===== config.mk =====
export PLATFORM = sky130hd
export DESIGN_NAME = multicycle_control_flat
export DESIGN_NICKNAME = d
export VERILOG_FILES = /design/src/rtl/multicycle_control_if.sv /design/src/rtl/multicycle_control.sv /design/src/flat_wrapper.sv
export SDC_FILE = /design/constraint.sdc
export NUM_CORES = 1
export LEC_CHECK = 0
export BUFFER_PORTS_ARGS = -buffer_cell sky130_fd_sc_hd__buf_2
export CORE_ASPECT_RATIO = 1.5
export CORE_MARGIN = 1.5
export CORE_UTILIZATION = 49
export DETAILED_ROUTE_END_ITERATION = 8
export GPL_TIMING_DRIVEN = 0
export PLACE_DENSITY = 0.88
export SKIP_LAST_GASP = 1
export SYNTH_ARGS = -nofsm -noshare
export SYNTH_HDL_FRONTEND = slang
export SYNTH_SLANG_ARGS = --single-unit

===== constraint.sdc =====
create_clock -name clk -period 2.75 [get_ports clk]
set_input_delay 0.275 -clock clk [delete_from_list [all_inputs] [get_ports clk]]
set_output_delay 0.275 -clock clk [all_outputs]
set_load 0.005 [all_outputs]

===== src/rtl/multicycle_control_if.sv =====
// -----------------------------------------------------------------------------
// multicycle_control_if
//   Bundles the controller's status inputs, its control outputs and the
//   data-memory request/ready handshake into one connection.
//
//   master : the controller (multicycle_control). It reads run, instr,
//            alu_zero and mem_ready, and drives every control output.
//   slave  : the datapath / memory side. It drives the status inputs and
//            reads the controls.
//
//   Signals
//     run          level enable, sampled in IDLE and at instruction boundaries
//     instr        IR contents, valid from DECODE onwards
//     alu_zero     ALU zero flag (used in BRANCH)
//     mem_ready    memory completes the current access this cycle
//     mem_req      memory access request
//     mem_we       1 = write (store), 0 = read
//     ir_write     IR load enable (fetch)
//     pc_write     PC update enable
//     pc_src       0 = ALU result, 1 = branch target register
//     reg_write    regfile write enable
//     result_src   0 = ALU result, 1 = memory read data
//     alu_src_b    00 = rs2, 01 = extended immediate, 10 = constant 4
//     alu_ctrl     000 = add, 001 = sub
//     imm_sel      00 = I, 01 = S, 10 = B immediate layout
//     ImmSrc       1 = sign-extend immediate, 0 = zero-extend
//     illegal      sticky unsupported-instruction flag
//     instr_count  retired-instruction count
// -----------------------------------------------------------------------------
interface multicycle_control_if #(
    parameter int WIDTH = 32
);
    logic             run;
    logic [WIDTH-1:0] instr;
    logic             alu_zero;
    logic             mem_ready;

    logic             mem_req;
    logic             mem_we;
    logic             ir_write;
    logic             pc_write;
    logic             pc_src;
    logic             reg_write;
    logic             result_src;
    logic [1:0]       alu_src_b;
    logic [2:0]       alu_ctrl;
    logic [1:0]       imm_sel;
    logic             ImmSrc;
    logic             illegal;
    logic [WIDTH-1:0] instr_count;

    modport master (
        input  run, instr, alu_zero, mem_ready,
        output mem_req, mem_we, ir_write, pc_write, pc_src, reg_write,
               result_src, alu_src_b, alu_ctrl, imm_sel, ImmSrc, illegal,
               instr_count
    );

    modport slave (
        output run, instr, alu_zero, mem_ready,
        input  mem_req, mem_we, ir_write, pc_write, pc_src, reg_write,
               result_src, alu_src_b, alu_ctrl, imm_sel, ImmSrc, illegal,
               instr_count
    );
endinterface


===== src/rtl/multicycle_control.sv =====
// -----------------------------------------------------------------------------
// multicycle_control
//   Moore FSM sequencing a multi-cycle RV32 datapath through fetch, decode,
//   execute, memory and writeback for ADDI, ADD, BNE, LBU and SB. Any other
//   encoding parks the controller in a sticky TRAP state until reset.
//   A retired-instruction counter advances once per completed instruction and
//   wraps silently.
//
//   Ports
//     clk     rising-edge clock
//     rst_n   asynchronous active-low reset (state -> IDLE, count -> 0)
//     bus     multicycle_control_if.master: status inputs, control outputs,
//             memory handshake and retire count (see the interface file)
//
//   All control outputs are decoded from the state register (plus the opcode
//   in MEM_ADDR and alu_zero in BRANCH); none depends on mem_ready. Because
//   of that, ir_write/pc_write are held for every FETCH cycle: the datapath
//   qualifies the IR and PC loads with mem_ready so only the completing
//   fetch cycle actually loads them. Since the state register resets
//   asynchronously, every output (mem_req included) drops as soon as rst_n
//   falls.
// -----------------------------------------------------------------------------
module multicycle_control #(
    parameter int WIDTH = 32
) (
    input  logic                 clk,
    input  logic                 rst_n,
    multicycle_control_if.master bus
);

    localparam logic [3:0] S_IDLE     = 4'd0;
    localparam logic [3:0] S_FETCH    = 4'd1;
    localparam logic [3:0] S_DECODE   = 4'd2;
    localparam logic [3:0] S_EXEC_I   = 4'd3;
    localparam logic [3:0] S_EXEC_R   = 4'd4;
    localparam logic [3:0] S_ALU_WB   = 4'd5;
    localparam logic [3:0] S_MEM_ADDR = 4'd6;
    localparam logic [3:0] S_MEM_RD   = 4'd7;
    localparam logic [3:0] S_MEM_WB   = 4'd8;
    localparam logic [3:0] S_MEM_WR   = 4'd9;
    localparam logic [3:0] S_BRANCH   = 4'd10;
    localparam logic [3:0] S_TRAP     = 4'd11;

    localparam logic [6:0] OP_IMM    = 7'b0010011;
    localparam logic [6:0] OP_REG    = 7'b0110011;
    localparam logic [6:0] OP_LOAD   = 7'b0000011;
    localparam logic [6:0] OP_STORE  = 7'b0100011;
    localparam logic [6:0] OP_BRANCH = 7'b1100011;

    logic [3:0]       r_state;
    logic [3:0]       w_next;
    logic [WIDTH-1:0] r_instr_count;

    logic [6:0]       w_opcode;
    logic [2:0]       w_funct3;
    logic [6:0]       w_funct7;
    logic             w_is_store;
    logic [3:0]       w_decoded;
    logic [3:0]       w_boundary;
    logic             w_retire;
    logic             w_unused_instr;

    assign w_opcode   = bus.instr[6:0];
    assign w_funct3   = bus.instr[14:12];
    assign w_funct7   = bus.instr[31:25];
    assign w_is_store = (w_opcode == OP_STORE);

    // Register and immediate fields are consumed by the datapath, not here.
    assign w_unused_instr = ^{bus.instr[24:15], bus.instr[11:7]};

    // Instruction boundary: run is only honoured between instructions, so an
    // in-flight instruction always finishes before the FSM idles.
    assign w_boundary = bus.run ? S_FETCH : S_IDLE;

    // Opcode/funct decode used on the DECODE -> execute transition.
    always_comb begin
        w_decoded = S_TRAP;
        case (w_opcode)
            OP_IMM:    if (w_funct3 == 3'b000)                          w_decoded = S_EXEC_I;
            OP_REG:    if (w_funct3 == 3'b000 && w_funct7 == 7'b0000000) w_decoded = S_EXEC_R;
            OP_LOAD:   if (w_funct3 == 3'b100)                          w_decoded = S_MEM_ADDR;
            OP_STORE:  if (w_funct3 == 3'b000)                          w_decoded = S_MEM_ADDR;
            OP_BRANCH: if (w_funct3 == 3'b001)                          w_decoded = S_BRANCH;
            default:                                                    w_decoded = S_TRAP;
        endcase
    end

    // Next-state logic. mem_ready only matters in the three request states.
    always_comb begin
        w_next = r_state;
        case (r_state)
            S_IDLE:     if (bus.run)       w_next = S_FETCH;
            S_FETCH:    if (bus.mem_ready) w_next = S_DECODE;
            S_DECODE:                      w_next = w_decoded;
            S_EXEC_I:                      w_next = S_ALU_WB;
            S_EXEC_R:                      w_next = S_ALU_WB;
            S_ALU_WB:                      w_next = w_boundary;
            S_MEM_ADDR:                    w_next = w_is_store ? S_MEM_WR : S_MEM_RD;
            S_MEM_RD:   if (bus.mem_ready) w_next = S_MEM_WB;
            S_MEM_WB:                      w_next = w_boundary;
            S_MEM_WR:   if (bus.mem_ready) w_next = w_boundary;
            S_BRANCH:                      w_next = w_boundary;
            S_TRAP:                        w_next = S_TRAP;
            default:                       w_next = S_IDLE;
        endcase
    end

    // An instruction retires on the edge that leaves its last state.
    assign w_retire = (r_state == S_ALU_WB) ||
                      (r_state == S_MEM_WB) ||
                      (r_state == S_BRANCH) ||
                      ((r_state == S_MEM_WR) && bus.mem_ready);

    always_ff @(posedge clk or negedge rst_n) begin
        if (!rst_n) begin
            r_state <= S_IDLE;
        end else begin
            r_state <= w_next;
        end
    end

    // Retire counter; wraps from all-ones to zero with no flag.
    always_ff @(posedge clk or negedge rst_n) begin
        if (!rst_n) begin
            r_instr_count <= '0;
        end else if (w_retire) begin
            r_instr_count <= r_instr_count + 1'b1;
        end
    end

    assign bus.instr_count = r_instr_count;

    // Moore output decode.
    always_comb begin
        bus.mem_req    = 1'b0;
        bus.mem_we     = 1'b0;
        bus.ir_write   = 1'b0;
        bus.pc_write   = 1'b0;
        bus.pc_src     = 1'b0;
        bus.reg_write  = 1'b0;
        bus.result_src = 1'b0;
        bus.alu_src_b  = 2'b00;
        bus.alu_ctrl   = 3'b000;
        bus.imm_sel    = 2'b00;
        bus.ImmSrc     = 1'b0;
        bus.illegal    = 1'b0;
        case (r_state)
            S_FETCH: begin
                // Read at PC while the ALU forms PC+4 for the PC update.
                bus.mem_req   = 1'b1;
                bus.alu_src_b = 2'b10;
                bus.ir_write  = 1'b1;
                bus.pc_write  = 1'b1;
            end
            S_DECODE: begin
                // Speculatively compute PC+B-imm as the branch target.
                bus.alu_src_b = 2'b01;
                bus.imm_sel   = 2'b10;
                bus.ImmSrc    = 1'b1;
            end
            S_EXEC_I: begin
                bus.alu_src_b = 2'b01;
                bus.imm_sel   = 2'b00;
                bus.ImmSrc    = 1'b1;
            end
            S_EXEC_R: begin
                bus.alu_src_b = 2'b00;
            end
            S_ALU_WB: begin
                bus.reg_write = 1'b1;
            end
            S_MEM_ADDR: begin
                bus.alu_src_b = 2'b01;
                bus.ImmSrc    = 1'b1;
                bus.imm_sel   = w_is_store ? 2'b01 : 2'b00;
            end
            S_MEM_RD: begin
                bus.mem_req = 1'b1;
            end
            S_MEM_WB: begin
                bus.reg_write  = 1'b1;
                bus.result_src = 1'b1;
            end
            S_MEM_WR: begin
                bus.mem_req = 1'b1;
                bus.mem_we  = 1'b1;
            end
            S_BRANCH: begin
                // rs1 - rs2; take the branch target when they differ.
                bus.alu_src_b = 2'b00;
                bus.alu_ctrl  = 3'b001;
                bus.pc_src    = 1'b1;
                bus.pc_write  = ~bus.alu_zero;
            end
            S_TRAP: begin
                bus.illegal = 1'b1;
            end
            default: begin
                bus.illegal = 1'b0;
            end
        endcase
    end

endmodule


===== src/flat_wrapper.sv =====
// flat-port wrapper written by rule: the top's interface ports become plain ports
module multicycle_control_flat 
#(
    parameter int WIDTH = 32
)
  (clk, rst_n, bus_run, bus_instr, bus_alu_zero, bus_mem_ready, bus_mem_req, bus_mem_we, bus_ir_write, bus_pc_write, bus_pc_src, bus_reg_write, bus_result_src, bus_alu_src_b, bus_alu_ctrl, bus_imm_sel, bus_ImmSrc, bus_illegal, bus_instr_count);
  multicycle_control_if #(.WIDTH(WIDTH)) bus_i ();
  input  logic clk;
  input  logic rst_n;
  input wire logic [$bits(bus_i.run)-1:0] bus_run;
  input wire logic [$bits(bus_i.instr)-1:0] bus_instr;
  input wire logic [$bits(bus_i.alu_zero)-1:0] bus_alu_zero;
  input wire logic [$bits(bus_i.mem_ready)-1:0] bus_mem_ready;
  output wire logic [$bits(bus_i.mem_req)-1:0] bus_mem_req;
  output wire logic [$bits(bus_i.mem_we)-1:0] bus_mem_we;
  output wire logic [$bits(bus_i.ir_write)-1:0] bus_ir_write;
  output wire logic [$bits(bus_i.pc_write)-1:0] bus_pc_write;
  output wire logic [$bits(bus_i.pc_src)-1:0] bus_pc_src;
  output wire logic [$bits(bus_i.reg_write)-1:0] bus_reg_write;
  output wire logic [$bits(bus_i.result_src)-1:0] bus_result_src;
  output wire logic [$bits(bus_i.alu_src_b)-1:0] bus_alu_src_b;
  output wire logic [$bits(bus_i.alu_ctrl)-1:0] bus_alu_ctrl;
  output wire logic [$bits(bus_i.imm_sel)-1:0] bus_imm_sel;
  output wire logic [$bits(bus_i.ImmSrc)-1:0] bus_ImmSrc;
  output wire logic [$bits(bus_i.illegal)-1:0] bus_illegal;
  output wire logic [$bits(bus_i.instr_count)-1:0] bus_instr_count;
  assign bus_i.run = bus_run;
  assign bus_i.instr = bus_instr;
  assign bus_i.alu_zero = bus_alu_zero;
  assign bus_i.mem_ready = bus_mem_ready;
  assign bus_mem_req = bus_i.mem_req;
  assign bus_mem_we = bus_i.mem_we;
  assign bus_ir_write = bus_i.ir_write;
  assign bus_pc_write = bus_i.pc_write;
  assign bus_pc_src = bus_i.pc_src;
  assign bus_reg_write = bus_i.reg_write;
  assign bus_result_src = bus_i.result_src;
  assign bus_alu_src_b = bus_i.alu_src_b;
  assign bus_alu_ctrl = bus_i.alu_ctrl;
  assign bus_imm_sel = bus_i.imm_sel;
  assign bus_ImmSrc = bus_i.ImmSrc;
  assign bus_illegal = bus_i.illegal;
  assign bus_instr_count = bus_i.instr_count;
  multicycle_control #(.WIDTH(WIDTH)) u_core (.clk(clk), .rst_n(rst_n), .bus(bus_i));
endmodule

After elaboration in Yosys (flattened, before gate mapping)
Index checks and enable logic that the tools add are counted.
- flip-flop bits (word level): 36
- bits of input ports: 37
- output and inout port bits: 48
- logic and storage cells: 66
- $add $sub $neg: 1
- equal/unequal tests: 22
- muxes and demuxes: 26
- bitwise gates (word level): 1
- reductions and logical operators: 14
- operators by type and width (operator ; number):
    2-to-1 mux 4 bit ; 9
    one-hot mux 4 bit (9 select lines) ; 1
    adder 32 x 1 -> 32 bit, second input constant ; 1
    one-hot mux 4 bit (5 select lines) ; 1
    == test 4 x 3 -> 1 bit, second input constant ; 4
    == test 4 bit, second input constant ; 4
    == test 7 x 6 -> 1 bit, second input constant ; 2
    2-to-1 mux 1 bit ; 12
    OR reduction 3 bit ; 3
    == test 4 x 2 -> 1 bit, second input constant ; 2
    != test 2 bit, second input constant ; 4
    one-hot mux 2 bit (2 select lines) ; 2
    == test 7 x 2 -> 1 bit, second input constant ; 1
    == test 7 x 5 -> 1 bit, second input constant ; 1
    == test 7 bit, second input constant ; 1
    logical NOT 7 bit ; 1
    == test 4 x 1 -> 1 bit, second input constant ; 1
    logical NOT 4 bit ; 1
    AND reduction 4 bit ; 1
    OR reduction 2 bit ; 2
    == test 3 x 1 -> 1 bit, second input constant ; 1
    == test 3 bit, second input constant ; 1
    logical NOT 3 bit ; 1
    logical OR 1 bit ; 3
    3 further kinds ; 4

Longest topological paths before layout
Gate-level depths: netlist (run 1).
- word-level depth: 5
- mapped depth: 8
- depth with buffers taken out: 5

Worst setup path before layout (run 1)
Ideal clock, no wire load.
- kind: reg-to-reg
- start: reg u_core.r_state[3]
- end: reg u_core.r_instr_count[26], in the netlist u_core.bus.instr_count[26]
- setup time: 0.079 ns
- data arrival time: 1.854 ns
- required time: 2.671 ns
- slack: 0.817 ns
- stages on the path, launching flop included: 8
- path buffers: 2
- clock period less this slack: 1.933 ns
- cells stage by stage: dfrtp_1 > buf_6 > or3b_4 > o221a_4 > or3_1 > buf_6 > nor4_4 > xor2_1
- word-level cells in the longest chain between the ends: 4
- elaborated cells on any way between the ends: 8
- those cells by class: eq/ne (4); reduce/logical (4)
- RTL lines (item ; RTL line ; text):
    start, declared ; multicycle_control.sv:50 ; logic [3:0] r_state;
    start signal, assigned ; multicycle_control.sv:118 ; r_state <= w_next;
    == test 4 x 3 -> 1 bit or == test 4 bit (tied branches) ; multicycle_control.sv:109, multicycle_control.sv:110 ;
    logical OR 1 bit ; multicycle_control.sv:109 ; assign w_retire = (r_state == S_ALU_WB) ||
    logical OR 1 bit ; multicycle_control.sv:110 ; (r_state == S_MEM_WB) ||
    logical OR 1 bit * ; multicycle_control.sv:111 ; (r_state == S_BRANCH) ||
    end signal, assigned ; multicycle_control.sv:127 ; r_instr_count <= r_instr_count + 1'b1;
    end, declared ; multicycle_control.sv:52 ; logic [WIDTH-1:0] r_instr_count;
Every way passes the cells marked *; elsewhere a longest branch is shown, timed or not.
A chain may end at the register's enable or synchronous reset.

Worst setup path in the final report (run 1)
- start: reg u_core.r_state[2]
- end: out bus_pc_write
- word-level cells in the longest chain between the ends: 2
- elaborated cells on any way between the ends: 3
- those cells by class: eq/ne (2); mux (1)
- RTL lines (item ; RTL line ; text):
    == test 4 bit or == test 4 x 1 -> 1 bit (tied branches) ; multicycle_control.sv:147 ; case (r_state)
    one-hot mux 1 bit (2 select lines) * ; multicycle_control.sv:147 ;
    end, declared ; flat_wrapper.sv:17 ; output wire logic [$bits(bus_i.pc_write)-1:0] bus_pc_write;
Marked as above.

==> summary.txt, run 1 <==
Routing
  • WL per Instance: 13.8 um
  • Vias/cell: 5.69
  • Wl on met1: 1920 um
  • Met3 wire length: 283 um
  • DR pass1 iterations: 6
  • Detailed router's first-iteration violation count: 96
  • DRT antenna net count: 0
  • Metal2 WL: 2770 um
  • Highest Signal Layer: met4
  • DRT Wirelength: 5040 um
  • DRC: 0
  • Detailed-route via count: 2,082

Final layout
  • Ant. Diodes: 0
  • Layout area overhead: 21.6%
  • Final Cell Area: 0.00270 mm2
  • Cell Count, Final, Fillers Out: 366
  • Filler cells: 374
  • Storage cell area: 901 um2
  • Share of layout cells above drive strength 1: 29.1%
  • Post-layout net count: 357
  • Area of the multi-input gates: 0.00120 mm2

Clock network
  • Post-CTS Setup Inserts: 0
  • Worst-path clk slew: 0.07 ns
  • Clock latency on the worst-skew pair: 0.28 ns
  • CTS tree: yes
  • H-tree depth: 2
  • Hold-fix buffers, CTS: 0
  • Root Buffer: clkbuf_8
  • Num CTS Buffers: 5
  • CTS Sinks: 36
  • CTS resizes: 0
  • CTS max path bufs: 2

Logic synthesis
  • Netlist cell types: 44
  • Yosys reg bits: 36
  • Area of the mapped netlist: 0.00222 mm2
  • Synthesized area per cell: 9.05 um2
  • Synth Flop Type: dfrtp_1
  • Synth warn: 0
  • Post-Syn Instances: 245
  • EDFF count, synth: 0
  • Asr flop ratio synth: 100%
  • Register area share after synthesis: 40.6%

Timing
  • Clk_skew: 0.00599 ns
  • Max Slew Vio Count: 0
  • Setup violations, final: 0
  • Slack of the critical path: 0.485 ns
  • Slew of the pin with the lowest slew margin: 0.776 ns
  • Unrepaired setup endpoints after global routing: false
  • Crit share post-route: 82.4%
  • Fin crit period: 2.27 ns
  • Max Clk Rate: 441 MHz
  • Total Neg Setup Slack: 0 ns
  • Max-Slew Margin vs Limit: 48.3%
  • Final hold violation count: 0

Setup path
  • CP Data Arrival Time: 1.99 ns
  • Reg2Reg Setup Slack: 0.64 ns
  • Crit. End Element: output port
  • Worst setup path class: reg -> out
  • Worst-path maximum fanout: 10
  • CP Launch Type: flop
  • Critical Path RT: 2.48 ns

GRT
  • Antenna violations before repair: 0
  • Global-route wire length before repair: 8440 um
  • Number of global-route vias before repair: 1,963
  • GR Overflow Total: 0
  • Largest net degree at the start of global routing: 37
  • GR Util All Layers: 21.3%

Place
  • Dpl cells: 358
  • PortBufs: 66
  • Post-place setup slack: 0.666 ns
  • Placed cell areas: 0.00261 mm2
  • Post-DP HPWL: 3860 um
  • GP Congestion: 0.839

Floorplanning
  • FP Rows: 29
  • Die area: 0.00495 mm2
  • Initial Utilization: 51.8%
  • Die X: 57.9 um
  • Die Span Y: 85.4 um
  • Ports: 85
  • Core Box Area: 0.00428 mm2

Hold path
  • Worst min path class: in -> async

Power
  • Maximum vdd drop: 0.492 mV
  • Pleak: 1.21 nW
  • Pwr/cell area: 690 mW/mm2

Status
  • Status: complete, no violations

Run
  • Max cap viols: 0
worst max-delay path, stage by stage (launching register included):
cell and delay (ns):
dfrtp_1 0.40, clkbuf_1 0.36, buf_1 0.40, nor3_1 0.13
or2_2 0.30, buf_2 0.12
placed cells by master (no fill, tap or decap), types with 3 or more instances in the layout:
cell      instances
nor3_1           15
a211oi_1          4
inv_1             9
nor4_1            4
nand2b_1          5
buf_4             3
nand3_1          15
buf_2            67
nor2b_1           5
a31oi_1           4
nand4_1           8
xnor2_1          15
a21oi_1           9
nand2_1          27
or3_1             3
o21ai_0           4
dfrtp_1          36
nor3_2            4
or2_2             3
nor2_1           17
o221ai_1          3
xor2_1           19
clkbuf_1          7
clkbuf_8          5
cells in the mapped netlist, types with 2 or more instances:
master,n,area share [%]
nor4_1,4,1.1
o221ai_1,3,1.2
o22ai_1,2,0.56
nor2_1,17,2.9
a211oi_1,4,1.4
dfrtp_1,36,41
or3_1,3,0.85
a21oi_1,9,2.0
buf_1,2,0.34
a31oi_1,4,1.1
nand2_1,27,4.6
nor3_2,4,1.8
nor3_1,15,3.4
o21ai_0,4,0.90
xor2_1,19,7.5
nor4_4,2,1.9
nand4_1,8,2.3
inv_1,9,1.5
nor2b_1,5,1.4
nand2b_1,5,1.4
buf_6,2,1.0
clkbuf_1,7,1.2
or2_2,3,0.85
buf_4,3,1.0
nand3_1,15,3.4
xnor2_1,15,5.9
kinds of logic (layout without fill, tap and decap cells):
| family | after synthesis | after routing | synth area share [%] |
|---|---|---|---|
| other cells | 1 | 2 | 0.169 |
| xor+xnor | 34 | 34 | 13.4 |
| compound gates | 32 | 32 | 10.2 |
| flops | 36 | 36 | 40.6 |
| buf+inv | 24 | 98 | 5.30 |
| fa+ha+maj | 1 | 1 | 0.564 |
| simple gates | 117 | 117 | 29.7 |
report_power, final:
part	switching [mW]	internal, mW
Combinational	0.477	0.350
Sequential	0.0749	0.594
Clock	0.188	0.176
Total	0.740	1.12
sequential cells by signal, summed over array words and instances, names as in the netlist:
| register | cells |
|---|---|
| u_core.r_state | 4 |
| u_core.bus.instr_count | 32 |
final timing paths:
kind	end	depth (start not counted)	from
worst max-delay path	bus_pc_write	5	u_core.r_state[2]
worst min-delay path	u_core.bus.instr_count[29]	1	rst_n
worst max register to register	u_core.bus.instr_count[27]	7	u_core.r_state[2]
worst min register to register	u_core.bus.instr_count[31]	1	u_core.bus.instr_count[31]
max in group asynchronous	u_core.bus.instr_count[8]	1	rst_n
min in group clk	u_core.r_state[3]	3	bus_instr[6]
final cells by class:
class                           instances  area share, %
Buffer                                 15           3.11
Clock inverter                          3          0.696
Multi-Input combinational cell        186           44.6
Inverter                                9           1.25
Sequential cell                        36           33.4
Tap cell                               46           2.13
Clock buffer                            5           2.55
Timing Repair Buffer                   66           12.3
routing by layer:
metal  GRT usage, %  vias up
met4           7.19        0
met2           39.3       86
met1           23.7      981
li1               -     1008
met3           4.12        7
met5              0        -
metrics by stage:
stage	util [%]	power (mW)	hold slack (ns)
after CTS	63.0	1.87	0.0927
final	63.0	1.86	0.0624
after global placement	60.9	1.48	0.388
after global routing	63.0	1.99	0.125
after detailed placement	60.9	1.49	0.402
after floorplan	-	1.23	-0.0206
Power figures use the tool's default switching activity.
==> inputs of run 2 (changes only) <==
clock period = 2.22 ns   (was 2.75 ns; I/O delays follow)
==> run 2 against run 1 <==
Net effect:
- clock-buffer cell count unchanged
- utilization unchanged
- cell area unchanged
- highest routed layer unchanged
- cell count decreased by 0.27%
==> summary.txt, run 2 (synthesized netlist as in run 1, its figures left out) <==
Status
  • Status: complete, no violations

Power
  • Comb power frac: 44.4% (about the same)
  • Seq pwr share: 35.9% (about the same)
  • Maximum vdd drop: 0.575 mV (+17%)
  • Pwr/cell area: 855 mW/mm2 (+24%)
  • Clk pwr share: 19.6% (about the same)
  • NetSw: 916 uW (+24%)
  • Pleak: 1.21 nW (+0.20%)
  • Sw frac: 39.7% (about the same)
  • Pwr Total: 2.31 mW (+24%)
  • Cell Int Power: 1.39 mW (+24%)

Setup path
  • Worst path slowest cell: dfrtp_1
  • Crit path max-delay family: simple AND/OR/NAND/NOR gates
  • CP Launch Type: flop
  • Critical Path RT: 2.43 ns (-0.05 ns)
  • Worst-path maximum fanout: 8 (-2)
  • FF-to-FF path depth: 6 (-1)
  • CP Buf/Inv Count: 1 (-2)
  • Crit. End Element: flop
  • Max incr delay on CP: 0.46 ns (+0.06 ns)
  • Worst setup path class: reg -> reg
  • RR Endpoint: u_core.bus.instr_count[27]
  • Reg2Reg Setup Slack: 0.13 ns (-0.51 ns)
  • Worst reg2reg startpoint: u_core.r_state[0]
  • CP Data Arrival Time: 2.30 ns (+0.31 ns)
  • Cell Chain, Critical Path: or3b_4, o221a_4, or3_1, buf_2, nor4_4, xnor2_1

Floorplanning
  • FP Rows: 29 (unchanged)
  • Die Span Y: 85.4 um (unchanged)
  • Ports: 85 (unchanged)
  • Core Box Area: 0.00428 mm2 (unchanged)
  • Die area: 0.00495 mm2 (unchanged)
  • Die X: 57.9 um (unchanged)
  • Initial Utilization: 51.8% (unchanged)

Routing
  • Wl on met1: 1940 um (+0.99%)
  • WL per Instance: 13.9 um (+0.89%)
  • Vias/cell: 5.67 (-0.26%)
  • Metal2 WL: 2810 um (+1.6%)
  • DR pass1 iterations: 8 (+2)
  • DRT Wirelength: 5070 um (+0.61%)
  • Detailed router's first-iteration violation count: 95 (-1.0%)
  • Met3 wire length: 254 um (-10%)
  • DRT antenna net count: 0 (unchanged)
  • DRC: 0 (unchanged)
  • Highest Signal Layer: met4
  • Detailed-route via count: 2,071 (-0.53%)

Timing
  • Slew of the pin with the lowest slew margin: 0.774 ns (-0.00142 ns)
  • Crit share post-route: 94.3%
  • Unrepaired setup endpoints after global routing: false
  • Fin crit period: 2.09 ns
  • Total Neg Setup Slack: 0 ns (unchanged)
  • Clk_skew: 0.00863 ns (+0.00264 ns)
  • Max-Slew Margin vs Limit: 48.4% (+0.095 points)
  • Max Slew Vio Count: 0 (unchanged)
  • Final hold violation count: 0 (unchanged)
  • Max Clk Rate: 478 MHz
  • Setup violations, final: 0 (unchanged)

Clock network
  • Worst-path clk slew: 0.08 ns (about the same)
  • Num CTS Buffers: 5 (unchanged)
  • Clock latency on the worst-skew pair: 0.29 ns (about the same)
  • Post-CTS Setup Inserts: 0 (unchanged)
  • Hold-fix buffers, CTS: 0 (unchanged)
  • CTS Sinks: 36 (unchanged)
  • CTS max path bufs: 2 (unchanged)
  • Root Buffer: clkbuf_8
  • H-tree depth: 2 (unchanged)
  • CTS resizes: 0 (unchanged)
  • CTS tree: yes

Final layout
  • Post-layout net count: 356 (-0.28%)
  • Most frequent cells in the layout: buf_2, dfrtp_1, nand2_1
  • Share of layout cells above drive strength 1: 29.8% (+0.72 points)
  • Cell Count, Final, Fillers Out: 365 (-0.27%)
  • Max reg flops: 32 (unchanged)
  • Most common cell after layout, fill and taps aside: buf_2
  • Layout area overhead: 21.6% (unchanged)
  • Ant. Diodes: 0 (unchanged)

GRT
  • Number of global-route vias before repair: 1,963 (unchanged)
  • GR Overflow Total: 0 (unchanged)
  • Largest net degree at the start of global routing: 37 (unchanged)
  • Global-route wire length before repair: 8440 um (unchanged)
  • Antenna violations before repair: 0 (unchanged)
  • GR Util All Layers: 21.3% (unchanged)

Place
  • Dpl cells: 358 (unchanged)
  • Post-DP HPWL: 3860 um (unchanged)
  • GP Congestion: 0.839 (unchanged)
  • PortBufs: 66 (unchanged)

Run
  • Max cap viols: 0 (unchanged)

Hold path
  • Worst min path class: in -> async
[run 2: how the worst max path moves through the flow]
stage                                 start                         end  slack, ns  cells after the start
after floorplan           u_core.r_state[3]  u_core.bus.instr_count[26]       0.29                      7
after global placement    u_core.r_state[2]  u_core.bus.instr_count[27]       0.19                      7
after global routing      u_core.r_state[0]  u_core.bus.instr_count[26]      0.001                      6
final                     u_core.r_state[0]  u_core.bus.instr_count[27]       0.13                      6
after CTS                 u_core.r_state[2]                bus_pc_write       0.04                      5
after detailed placement  u_core.r_state[2]  u_core.bus.instr_count[27]       0.14                      7
[run 2: power groups by stage]
| stage | registers (mW) | clock network (mW) | logic (mW) |
|---|---|---|---|
| 5_1_grt | 0.842 | 0.490 | 1.14 |
| 2_1_floorplan | 0.825 | 0 | 0.694 |
| 6_report | 0.829 | 0.452 | 1.02 |
| 3_5_place_dp | 0.839 | 0 | 1.01 |
| 3_3_place_gp | 0.835 | 0 | 0.994 |
| 4_1_cts | 0.827 | 0.463 | 1.02 |
[run 2: layer usage]
| metal | up-vias | global-route usage, % |
|---|---|---|
| met5 | - | 0 |
| met3 | 7 | 4.12 |
| met4 | 0 | 7.19 |
| li1 | 1004 | - |
| met1 | 991 | 23.7 |
| met2 | 69 | 39.3 |
[run 2: area by class of cell]
cell class	instances	area, um2
fill	375	1590
multi-input combinational	186	1200
sequential	36	901
timing repair buffer	66	330
buffer	14	81.3
clock buffer	5	68.8
tap	46	57.6
inverter	9	33.8
clock inverter	3	18.8
[run 2: per-stage QoR]
stage	area (um2)	setup slack, ns	util, %	hold WS, ns
after floorplan	2220	0.287	-	-0.0736
after global placement	2610	0.192	60.9	0.335
after detailed placement	2610	0.136	60.9	0.349
after CTS	2700	0.0400	63.0	0.0397
after global routing	2700	0.000962	63.0	0.0720
final	2700	0.127	63.0	0.00929
[run 2: worst register-to-register path, cell delays in order, from the launching register on]
cell and delay [ns]:
dfrtp_1 0.46, or3b_4 0.46, o221a_4 0.16, or3_1 0.36, buf_2 0.19, nor4_4 0.24, xnor2_1 0.15
